===== config.mk =====
export PLATFORM = sky130hd
export DESIGN_NAME = mips_harvard_bus_bridge
export DESIGN_NICKNAME = d
export VERILOG_FILES = /design/src/rtl/mips_bus_pkg.sv /design/src/rtl/mips_wait_counter.sv /design/src/rtl/mips_harvard_bus_bridge.sv
export SDC_FILE = /design/constraint.sdc
export NUM_CORES = 1
export LEC_CHECK = 0
export ABC_AREA = 1
export ABC_CLOCK_PERIOD_IN_PS = 1800
export CAP_MARGIN = 25
export CORE_MARGIN = 4
export CORE_UTILIZATION = 34
export CTS_CLUSTER_SIZE = 28
export DETAILED_ROUTE_END_ITERATION = 12
export PLACE_DENSITY = 0.8
export SLEW_MARGIN = 20
export SYNTH_ARGS = -nofsm -noshare
export SYNTH_HDL_FRONTEND = slang
export SYNTH_SLANG_ARGS = --single-unit

===== constraint.sdc =====
create_clock -name clk -period 1.8 [get_ports clk]
set_input_delay 0.18 -clock clk [delete_from_list [all_inputs] [get_ports clk]]
set_output_delay 0.18 -clock clk [all_outputs]
set_load 0.02 [all_outputs]

===== src/rtl/mips_bus_pkg.sv =====
// mips_bus_pkg: shared state encoding and bus constants for the Harvard-to-shared-bus bridge.
package mips_bus_pkg;
    typedef enum logic [2:0] {S_IDLE, S_FETCH, S_DATA, S_COMMIT, S_HALT} state_t;
    localparam logic [3:0]  BYTEENABLE_ALL = 4'b1111;
    localparam logic [31:0] WORD_MASK      = 32'hFFFF_FFFC;
endpackage


===== src/rtl/mips_wait_counter.sv =====
// mips_wait_counter: counts consecutive stalled bus cycles and flags the cycle that reaches MAX_WAIT.
module mips_wait_counter #(
    parameter int MAX_WAIT = 255
) (
    input  logic clk,
    input  logic reset,
    input  logic clear_i,
    input  logic count_en_i,
    output logic limit_o
);
    localparam int W = $clog2(MAX_WAIT + 1);
    logic [W-1:0] cnt_q;
    always_ff @(posedge clk) begin
        if (reset || clear_i) cnt_q <= '0;
        else if (count_en_i)  cnt_q <= cnt_q + 1'b1;
    end
    // limit fires during the MAX_WAIT-th stalled cycle, so that cycle is the last one tolerated
    assign limit_o = count_en_i && (cnt_q == W'(MAX_WAIT - 1));
endmodule


===== src/rtl/mips_harvard_bus_bridge.sv =====
// mips_harvard_bus_bridge: serialises CPU instruction fetches and data accesses onto one shared bus,
// stalling the CPU with a one-cycle advance strobe and halting on a bus timeout.
module mips_harvard_bus_bridge
    import mips_bus_pkg::*;
#(
    parameter int MAX_WAIT = 255
) (
    input  logic        clk,
    input  logic        reset,
    input  logic [31:0] instr_address,
    output logic [31:0] instr_readdata,
    input  logic [31:0] data_address,
    input  logic        data_read,
    input  logic        data_write,
    input  logic [31:0] data_writedata,
    output logic [31:0] data_readdata,
    output logic        cpu_clk_enable,
    output logic [31:0] bus_address,
    output logic        bus_read,
    output logic        bus_write,
    output logic [31:0] bus_writedata,
    output logic [3:0]  bus_byteenable,
    input  logic        bus_waitrequest,
    input  logic [31:0] bus_readdata,
    output logic        bus_error
);
    state_t      state_q, state_d;
    logic        decode_q, decode_d;
    logic [31:0] instr_q, instr_d, dread_q, dread_d;
    logic        err_q, err_d;
    logic        access, is_wr, stall, done, limit;

    assign access         = (state_q == S_FETCH) || (state_q == S_DATA && !decode_q);
    assign is_wr          = state_q == S_DATA && !decode_q && data_write;
    assign stall          = access && bus_waitrequest;
    assign done           = access && !bus_waitrequest;
    assign bus_read       = access && !is_wr;
    assign bus_write      = is_wr;
    assign bus_writedata  = is_wr ? data_writedata : '0;
    assign bus_byteenable = BYTEENABLE_ALL;
    assign bus_address    = state_q == S_FETCH ? (instr_address & WORD_MASK) :
                            state_q == S_DATA  ? (data_address & WORD_MASK) : '0;
    assign cpu_clk_enable = state_q == S_COMMIT;
    assign instr_readdata = instr_q;
    assign data_readdata  = dread_q;
    assign bus_error      = err_q;

    mips_wait_counter #(.MAX_WAIT(MAX_WAIT)) u_wait (
        .clk        (clk),
        .reset      (reset),
        .clear_i    (!stall),
        .count_en_i (stall),
        .limit_o    (limit)
    );

    // decode_q marks the idle decode cycle spent in DATA before any data strobe
    always_comb begin
        state_d  = state_q;
        decode_d = 1'b0;
        instr_d  = instr_q;
        dread_d  = dread_q;
        err_d    = err_q;
        if (limit) begin
            state_d = S_HALT;
            err_d   = 1'b1;
        end else if (state_q == S_IDLE) begin
            state_d = S_FETCH;
        end else if (state_q == S_FETCH && done) begin
            instr_d  = bus_readdata;
            decode_d = data_read || data_write;
            state_d  = (data_read || data_write) ? S_DATA : S_COMMIT;
        end else if (state_q == S_DATA && done) begin
            dread_d = data_write ? dread_q : bus_readdata;
            state_d = S_COMMIT;
        end else if (state_q == S_COMMIT) begin
            state_d = S_FETCH;
        end
    end

    always_ff @(posedge clk) begin
        if (reset) begin
            state_q  <= S_IDLE;
            decode_q <= 1'b0;
            instr_q  <= '0;
            dread_q  <= '0;
            err_q    <= 1'b0;
        end else begin
            state_q  <= state_d;
            decode_q <= decode_d;
            instr_q  <= instr_d;
            dread_q  <= dread_d;
            err_q    <= err_d;
        end
    end
endmodule


==> impl_metrics.toml, run 1 <==
[sta]
fin_tns_setup_ps = -193
rsz0062_at_grt = "true"
skew_ps = 4.49
setup_viol = 9
finalHoldViolCount = 0
worst_slack_ps = -68.9
post-route-period-util_pct = 104
min_period_ps = 1870
drv_slew = 0
fmax_ghz = 0.535
holdWs_ps = 439

[min_path]
holdPathEnd = "data_readdata[18]"
hold_path.startpoint = "bus_readdata[18]"
hold_depth = 3
hp-class = "in2reg"

[worst_setup_path]
cp.required_ps = 1620
crit_arrival_ps = 1690
timing.rr.end = "data_readdata[7]"
r2r_slack_ps = 130
end_kind = "primary output"
worstSetupPathType = "reg2out"
rr_worst_depth = 10
startpoint = "state_q[2]"
start_kind = "flip-flop"
r2r-start = "state_q[2]"
cp_max_fo = 7

[yosys]
syn_area_per_cell_um2 = 6.72
synth_warnings = 0
synth_cells = 541
synth_top_area_cell = "dfxtp_1"
synthTopCellsByCount = "nor2_1 (168), inv_1 (82), nand2_1 (80), dfxtp_1 (77), o21ai_0 (35)"
dominantRegCellSynth = "dfxtp_1"
synthArstFlopShare_pct = 0
ys_seq_area_share_pct = 42.4
synth_most_common_cell = "nor2_1"
synth_edf_count = 0
ys_types = 25
synth_area_um2 = 3630
synth_area_leaders = "dfxtp_1 (42%), nor2_1 (17%), inv_1 (8.5%)"
yosys.area.top_type_share_pct = 42.4
ys_seq_elements = 77

[routing]
wl_per_cell_um = 16.4
drcViolationCount = 0
ant_nets = 0
drt_first_pass_iters = 4
via_count = 4374
avgViaCountPerCell = 4.57
drt_iter0_markers = 324
wl_um = 15700

[cts]
clock_sinks = 77
clkSlewWorstSetupHoldPaths_ps = 70
insertion_delay_ps = 350
cts_tree = "yes"
numCtsBuffers = 9
cts.path.max_buffers = 2
root_buffer = "clkbuf_8"
h-tree-depth = 3

[layout]
area_growth_pct = 90.7
fin_nets = 950
drive_above_1_share_pct = 17.2
fillCellCount = 872

[grt]
grt_pass1_vias = 4342
grt_pass1_wl_um = 22800
grtUsageTotal_pct = 23.1
grt_max_degree = 65
antenna_found_initial = 3
grt-ovfl-total = 0

[placement]
post-dp-hpwl_um = 11400
dp_slack_ps = -194
io_buffers = 258
gp_congestion = 0.939

[outcome]
outcome = "finished with violations"
violations = "setup timing"

[die]
dieWidth_um = 111
core_um2 = 10400
chipHeight_um = 111
ios = 269
start_util_pct = 35.1
fp-row-count = 37
dieArea_um2 = 12400

[power]
power_density_nw_per_um2 = 637
p_leak_nw = 3.31
power.total_w = 0.00441
ir_drop_v = 0.000722

[run]
drv_cap = 0
cells in the final DEF (no fill, tap or decap), types with 8 or more instances in the layout:
cell type,instances
clkdlybuf4s50_1,193
inv_1,78
nand2_1,78
buf_6,34
buf_4,44
nor2_2,10
dfxtp_1,74
a22o_1,29
clkbuf_8,10
buf_12,8
o21ai_0,35
nor2_1,157
where the power goes:
group	total, W	internal (W)	leakage, nW	switching (W)
clock network	0.00112	0.000528	0.0833	0.000590
logic	0.00146	0.000791	2.60	0.000673
registers	0.00183	0.00179	0.627	0.0000458
registers in the layout, summed over array words and instances (netlist names):
register and flops:
data_readdata 32, instr_readdata 32, u_wait.cnt_q 8, state_q 3, bus_error 1, decode_q 1
per-layer routing:
metal	share of wire, %	vias to the layer above	track usage [%]	routed length, um
met4	2.5	0	8.35	389
met3	7.6	21	6.68	1200
met1	36	1966	23.5	5650
met2	54	200	44.3	8430
met5	0	-	0	0
li1	-	2187	-	-
cell families after synthesis:
group / after synthesis / share of synthesized area (%)
other cells: 2 / 0.207
compound gates: 72 / 13.0
buf+inv: 117 / 13.8
xor+xnor: 2 / 0.482
simple gates: 269 / 29.4
flops: 77 / 42.4
fa+ha+maj: 2 / 0.688
per-stage QoR:
| step | instance area (um2) | utilization, % | std cells |
|---|---|---|---|
| 2_1_floorplan | 3650 | - | 545 |
| 3_3_place_gp | 6430 | 62.0 | 923 |
| 3_5_place_dp | 6430 | 62.0 | 923 |
| 4_1_cts | 6470 | 62.4 | 946 |
| 5_1_grt | 6930 | 66.9 | 958 |
| 6_report | 6930 | 66.9 | 958 |
how the worst max path moves through the flow:
| stage | end |
|---|---|
| final | bus_address[29] |
| after global routing | bus_address[20] |
| after CTS | bus_address[29] |
| after detailed placement | bus_writedata[18] |
| after global placement | bus_writedata[0] |
| after floorplan | bus_writedata[10] |
final cells by class:
| class | instances | area, um2 | area share, % |
|---|---|---|---|
| diodes | 3 | 7.51 | 0.108 |
| clock buffers | 13 | 149 | 2.15 |
| clock inverters | 2 | 10.0 | 0.144 |
| inverters | 83 | 317 | 4.57 |
| multi-input cells | 351 | 1680 | 24.2 |
| flip-flops and latches | 77 | 1550 | 22.3 |
| well taps | 136 | 170 | 2.45 |
| repair buffers | 293 | 3050 | 44.0 |
worst max-delay path, stage by stage, from the launching register on:
cell and delay [ps]:
dfxtp_2 360, buf_6 110, nor2_4 30, nand2_2 80, inv_4 50, buf_16 130, buf_8 130, buf_6 110
a22o_1 200, buf_6 140
timing repair:
item / 4_1_cts / 5_1_grt
pin swaps: 2 / 13
resized for setup: 278 / 105
cloned: 2 / 6
endpoints found under the setup margin: 64 / 92
hold buffers: 0 / 0
buffers inserted: 6 / 4
No activity file was read; power rests on OpenSTA's default activity.
==> run 2: changes to the inputs <==
- REMOVE_ABC_BUFFERS: not set -> 1
==> impl_metrics.toml, run 2 (same netlist as run 1, synthesis figures left out) <==
[worst_setup_path]
start_kind = "flip-flop"
worstSetupPathType = "reg2out"
rr_worst_depth = 10
cp.required_ps = 1620
crit_arrival_ps = 1690
cp_max_fo = 7
end_kind = "primary output"

[power]
p_leak_nw = 3.24
ir_drop_v = 0.000572
power_density_nw_per_um2 = 624

[cts]
cts_hold_buf = 0
cts.path.max_buffers = 2
cts_tree = "yes"
clkSlewWorstSetupHoldPaths_ps = 70
numCtsBuffers = 9
root_buffer = "clkbuf_8"
h-tree-depth = 3
clock_sinks = 77
insertion_delay_ps = 330

[min_path]
hold_depth = 3
hp-class = "in2reg"

[routing]
wl_um = 15000
avgViaCountPerCell = 4.61
drt_first_pass_iters = 4
ant_nets = 0
drcViolationCount = 0
wl_per_cell_um = 15.7
drt_iter0_markers = 328
via_count = 4399

[sta]
skew_ps = 8.56
fmax_ghz = 0.533
worst_slack_ps = -74.5
finalHoldViolCount = 0
drv_slew = 0
post-route-period-util_pct = 104
setup_viol = 2
rsz0062_at_grt = "true"
min_period_ps = 1870

[outcome]
outcome = "finished with violations"
violations = "setup timing"

[run]
drv_cap = 0

[grt]
grt_pass1_wl_um = 22400
grt_pass1_vias = 4327
grt-ovfl-total = 0
antenna_found_initial = 2
grtUsageTotal_pct = 22.3
grt_max_degree = 57

[layout]
area_growth_pct = 88.4
fin_nets = 948
final_common_cell = "clkdlybuf4s50_1"
design_area_um2 = 6850
mostFrequentLayoutCells = "clkdlybuf4s50_1 (193), nor2_1 (136), inv_1 (79), nand2_1 (77), dfxtp_1 (74)"
drive_above_1_share_pct = 19.5

[die]
chipHeight_um = 111
start_util_pct = 35.1
fp-row-count = 37
core_um2 = 10400
ios = 269
dieWidth_um = 111
dieArea_um2 = 12400

[placement]
dpl_cell_area_um2 = 6430
post-dp-hpwl_um = 11200
dp_slack_ps = -230
io_buffers = 258
gp_congestion = 0.918
## run 2: repair_timing
action / in CTS / in global routing
setup endpoints to repair: 65 / 63
gates cloned: 1 / 3
gates resized for setup: 266 / 129
buffers inserted: 7 / 2
endpoints found under the hold margin: 0 / 0
pin swaps: 4 / 5
## run 2: path summary, 6_finish.rpt
check	slack, ps	startpoint	endpoint
setup reg to reg	140	state_q[2]	data_readdata[8]
setup / recovery	-70	state_q[2]	bus_address[13]
hold reg to reg	460	bus_error	bus_error
hold / removal	460	bus_readdata[28]	data_readdata[28]
## run 2: worst max-delay path, cell delays in order (launching register included)
cell and delay (ps):
dfxtp_2 360, buf_6 120, nor2_4 30, nand2_2 90, inv_4 60, buf_16 130, buf_8 130, buf_6 110
a22o_1 200, buf_6 140
## run 2: metal layers
layer  up-vias  share of wire (%)  global-route usage (%)  routed length (um)
met5         -                  0                       0                   0
met4         0                2.0                    5.43                 293
met3        16                7.6                    7.61                1140
met2       173                 53                    41.8                7990
met1      2031                 37                    23.9                5580
li1       2179                  -                       -                   -
## run 2: cell type report
cell class | instances | area [um2]
multi-input cells | 351 | 1740
diodes | 2 | 5.00
clock inverters | 3 | 15.0
well taps | 136 | 170
fillers | 870 | 3520
flip-flops and latches | 77 | 1550
repair buffers | 291 | 2920
clock buffers | 11 | 131
inverters | 83 | 319
## run 2: per-stage QoR
| step | std cells | setup TNS [ps] | utilization, % | power (W) | hold WS (ps) |
|---|---|---|---|---|---|
| CTS | 947 | -269 | 62.6 | 0.00424 | 446 |
| finish | 954 | -125 | 66.0 | 0.00427 | 461 |
| global route | 954 | -1040 | 66.0 | 0.00448 | 456 |
| detailed placement | 925 | -8090 | 62.0 | 0.00316 | 451 |
| global placement | 925 | -5610 | 62.0 | 0.00313 | 441 |
| floorplan | 511 | -4140 | - | 0.00237 | 249 |
## run 2: power breakdown
group / switching [W] / leakage (nW) / internal (W) / total [W]
combinational: 0.000670 / 2.54 / 0.000726 / 0.00140
sequential: 0.0000461 / 0.627 / 0.00179 / 0.00183
clock: 0.000565 / 0.0788 / 0.000480 / 0.00104
total: 0.00128 / 3.24 / 0.00299 / 0.00427
==> run 3: changes to the inputs <==
- ABC_CLOCK_PERIOD_IN_PS: 1800 -> 1500
- CORE_UTILIZATION: 34 -> 31
- PLACE_DENSITY: 0.8 -> 0.77
- TNS_END_PERCENT: not set -> 10
- clock period: 1.8 -> 1.5 ns (I/O delays scaled with it)
==> impl_metrics.toml, run 3 (same netlist as run 1, synthesis figures left out) <==
[min_path]
hp-class = "in2reg"

[worst_setup_path]
crit_arrival_ps = 1570
cp_common_cell = "nor2_4"
r2r_slack_ps = -40
slowest_stage = "dfxtp_4"
slowest_delay_ps = 360
start_kind = "flip-flop"
cp.required_ps = 1350
worstSetupPathType = "reg2out"
worst-path-buf-inv = 3
end_kind = "primary output"
cp_max_fo = 33
path_delay_family = "simple AND/OR/NAND/NOR gates"
crit_chain = "nor2_4 -> nand3_2 -> nor2_4 -> inv_2 -> buf_12 -> nor2_1 -> buf_4"

[grt]
grtUsageTotal_pct = 19.5
grt-ovfl-total = 0
grt_pass1_vias = 3993
antenna_found_initial = 2
grt_pass1_wl_um = 20400
grt_max_degree = 59

[routing]
via_count = 4215
wl_um = 13900
met1_length_um = 4910
drt_first_pass_iters = 4
met3WireLength_um = 1630
wl_met2_um = 7040
routed.top_layer = "met4"
drcViolationCount = 0
ant_nets = 0
avgViaCountPerCell = 4.38
wl_per_cell_um = 14.5
drt_iter0_markers = 234

[power]
comb_power_share_pct = 28.0
power.switching_w = 0.00163
netSwitchingFraction_pct = 26.7
p_leak_nw = 3.35
intPower_w = 0.00449
pwr-share-clk_pct = 36.1
power_density_nw_per_um2 = 867
seq_power_share_pct = 35.8
ir_drop_v = 0.000752

[layout]
final_cell_count_no_fill = 962
design_area_um2 = 7060
final_common_cell = "clkdlybuf4s50_1"
drive_above_1_share_pct = 18.7
fin_nets = 947
area_growth_pct = 94.3
mostFrequentLayoutCells = "clkdlybuf4s50_1 (191), nor2_1 (145), inv_1 (78), nand2_1 (78), dfxtp_1 (74)"

[cts]
cts_hold_buf = 0
insertion_delay_ps = 330
clock_sinks = 77
clkSlewWorstSetupHoldPaths_ps = 60
root_buffer = "clkbuf_16"
h-tree-depth = 3
numCtsBuffers = 9
cts_tree = "yes"
cts.path.max_buffers = 2

[placement]
dp_slack_ps = -417
post-place-cells = 938
gp_congestion = 0.839
io_buffers = 258
dpl_cell_area_um2 = 6480
post-dp-hpwl_um = 10500

[die]
dieWidth_um = 116
start_util_pct = 31.7
chipHeight_um = 116
dieArea_um2 = 13500
fp-row-count = 39
core_um2 = 11500
ios = 269

[sta]
holdWs_ps = 428
setup_viol = 85
min_period_ps = 1720
drv_slew = 0
rsz0062_at_grt = "true"
fmax_ghz = 0.581
fin_tns_setup_ps = -10690
worst_slack_ps = -221
finalHoldViolCount = 0
skew_ps = 6.15
post-route-period-util_pct = 115

[outcome]
outcome = "finished with violations"
violations = "setup timing"

[run]
drv_cap = 0
run 3: final timing paths:
check                    from           endpoint  cells past startpoint
min          bus_readdata[18]  data_readdata[18]                      3
max reg2reg        state_q[2]  data_readdata[27]                     10
max                state_q[2]   bus_writedata[1]                      7
min reg2reg   u_wait.cnt_q[0]    u_wait.cnt_q[0]                      1
run 3: cell type report:
| class | count | area [um2] |
|---|---|---|
| fillers | 1051 | 4410 |
| repair buffers | 290 | 3000 |
| multi-input cells | 351 | 1700 |
| flip-flops and latches | 77 | 1550 |
| inverters | 83 | 317 |
| clock buffers | 13 | 270 |
| well taps | 143 | 179 |
| clock inverters | 3 | 42.5 |
| diodes | 2 | 5.00 |
run 3: what timing repair did:
item	in CTS	in global routing
pin swaps	2	5
gates resized for setup	375	47
cloned	2	0
setup buffers	4	0
setup endpoints to repair	97	129
run 3: power groups by stage:
stage               Clock, W  Combinational [W]  Sequential, W
global placement           0            0.00156        0.00223
finish               0.00221            0.00172        0.00220
detailed placement         0            0.00157        0.00224
CTS                  0.00229            0.00169        0.00220
floorplan                  0           0.000504        0.00234
global route         0.00235            0.00183        0.00221
run 3: routing by layer:
metal	up-vias	track usage, %
met5	-	0
met4	0	7.81
met3	21	9.27
met2	172	34.0
met1	1850	20.2
li1	2172	-
run 3: worst register-to-register path, stage by stage, from the launching register on:
cell and delay [ps]:
dfxtp_4 360, nor2_4 150, nand3_2 120, buf_4 150
nand2_2 70, buf_6 120, nand3_4 70, buf_12 180
nand2_1 110, nand2_1 50, nor2_1 80
run 3: per-stage QoR:
stage	utilization, %	power, W
5_1_grt	61.6	0.00639
2_1_floorplan	-	0.00285
3_3_place_gp	56.5	0.00380
6_report	61.6	0.00612
3_5_place_dp	56.5	0.00380
4_1_cts	60.2	0.00618
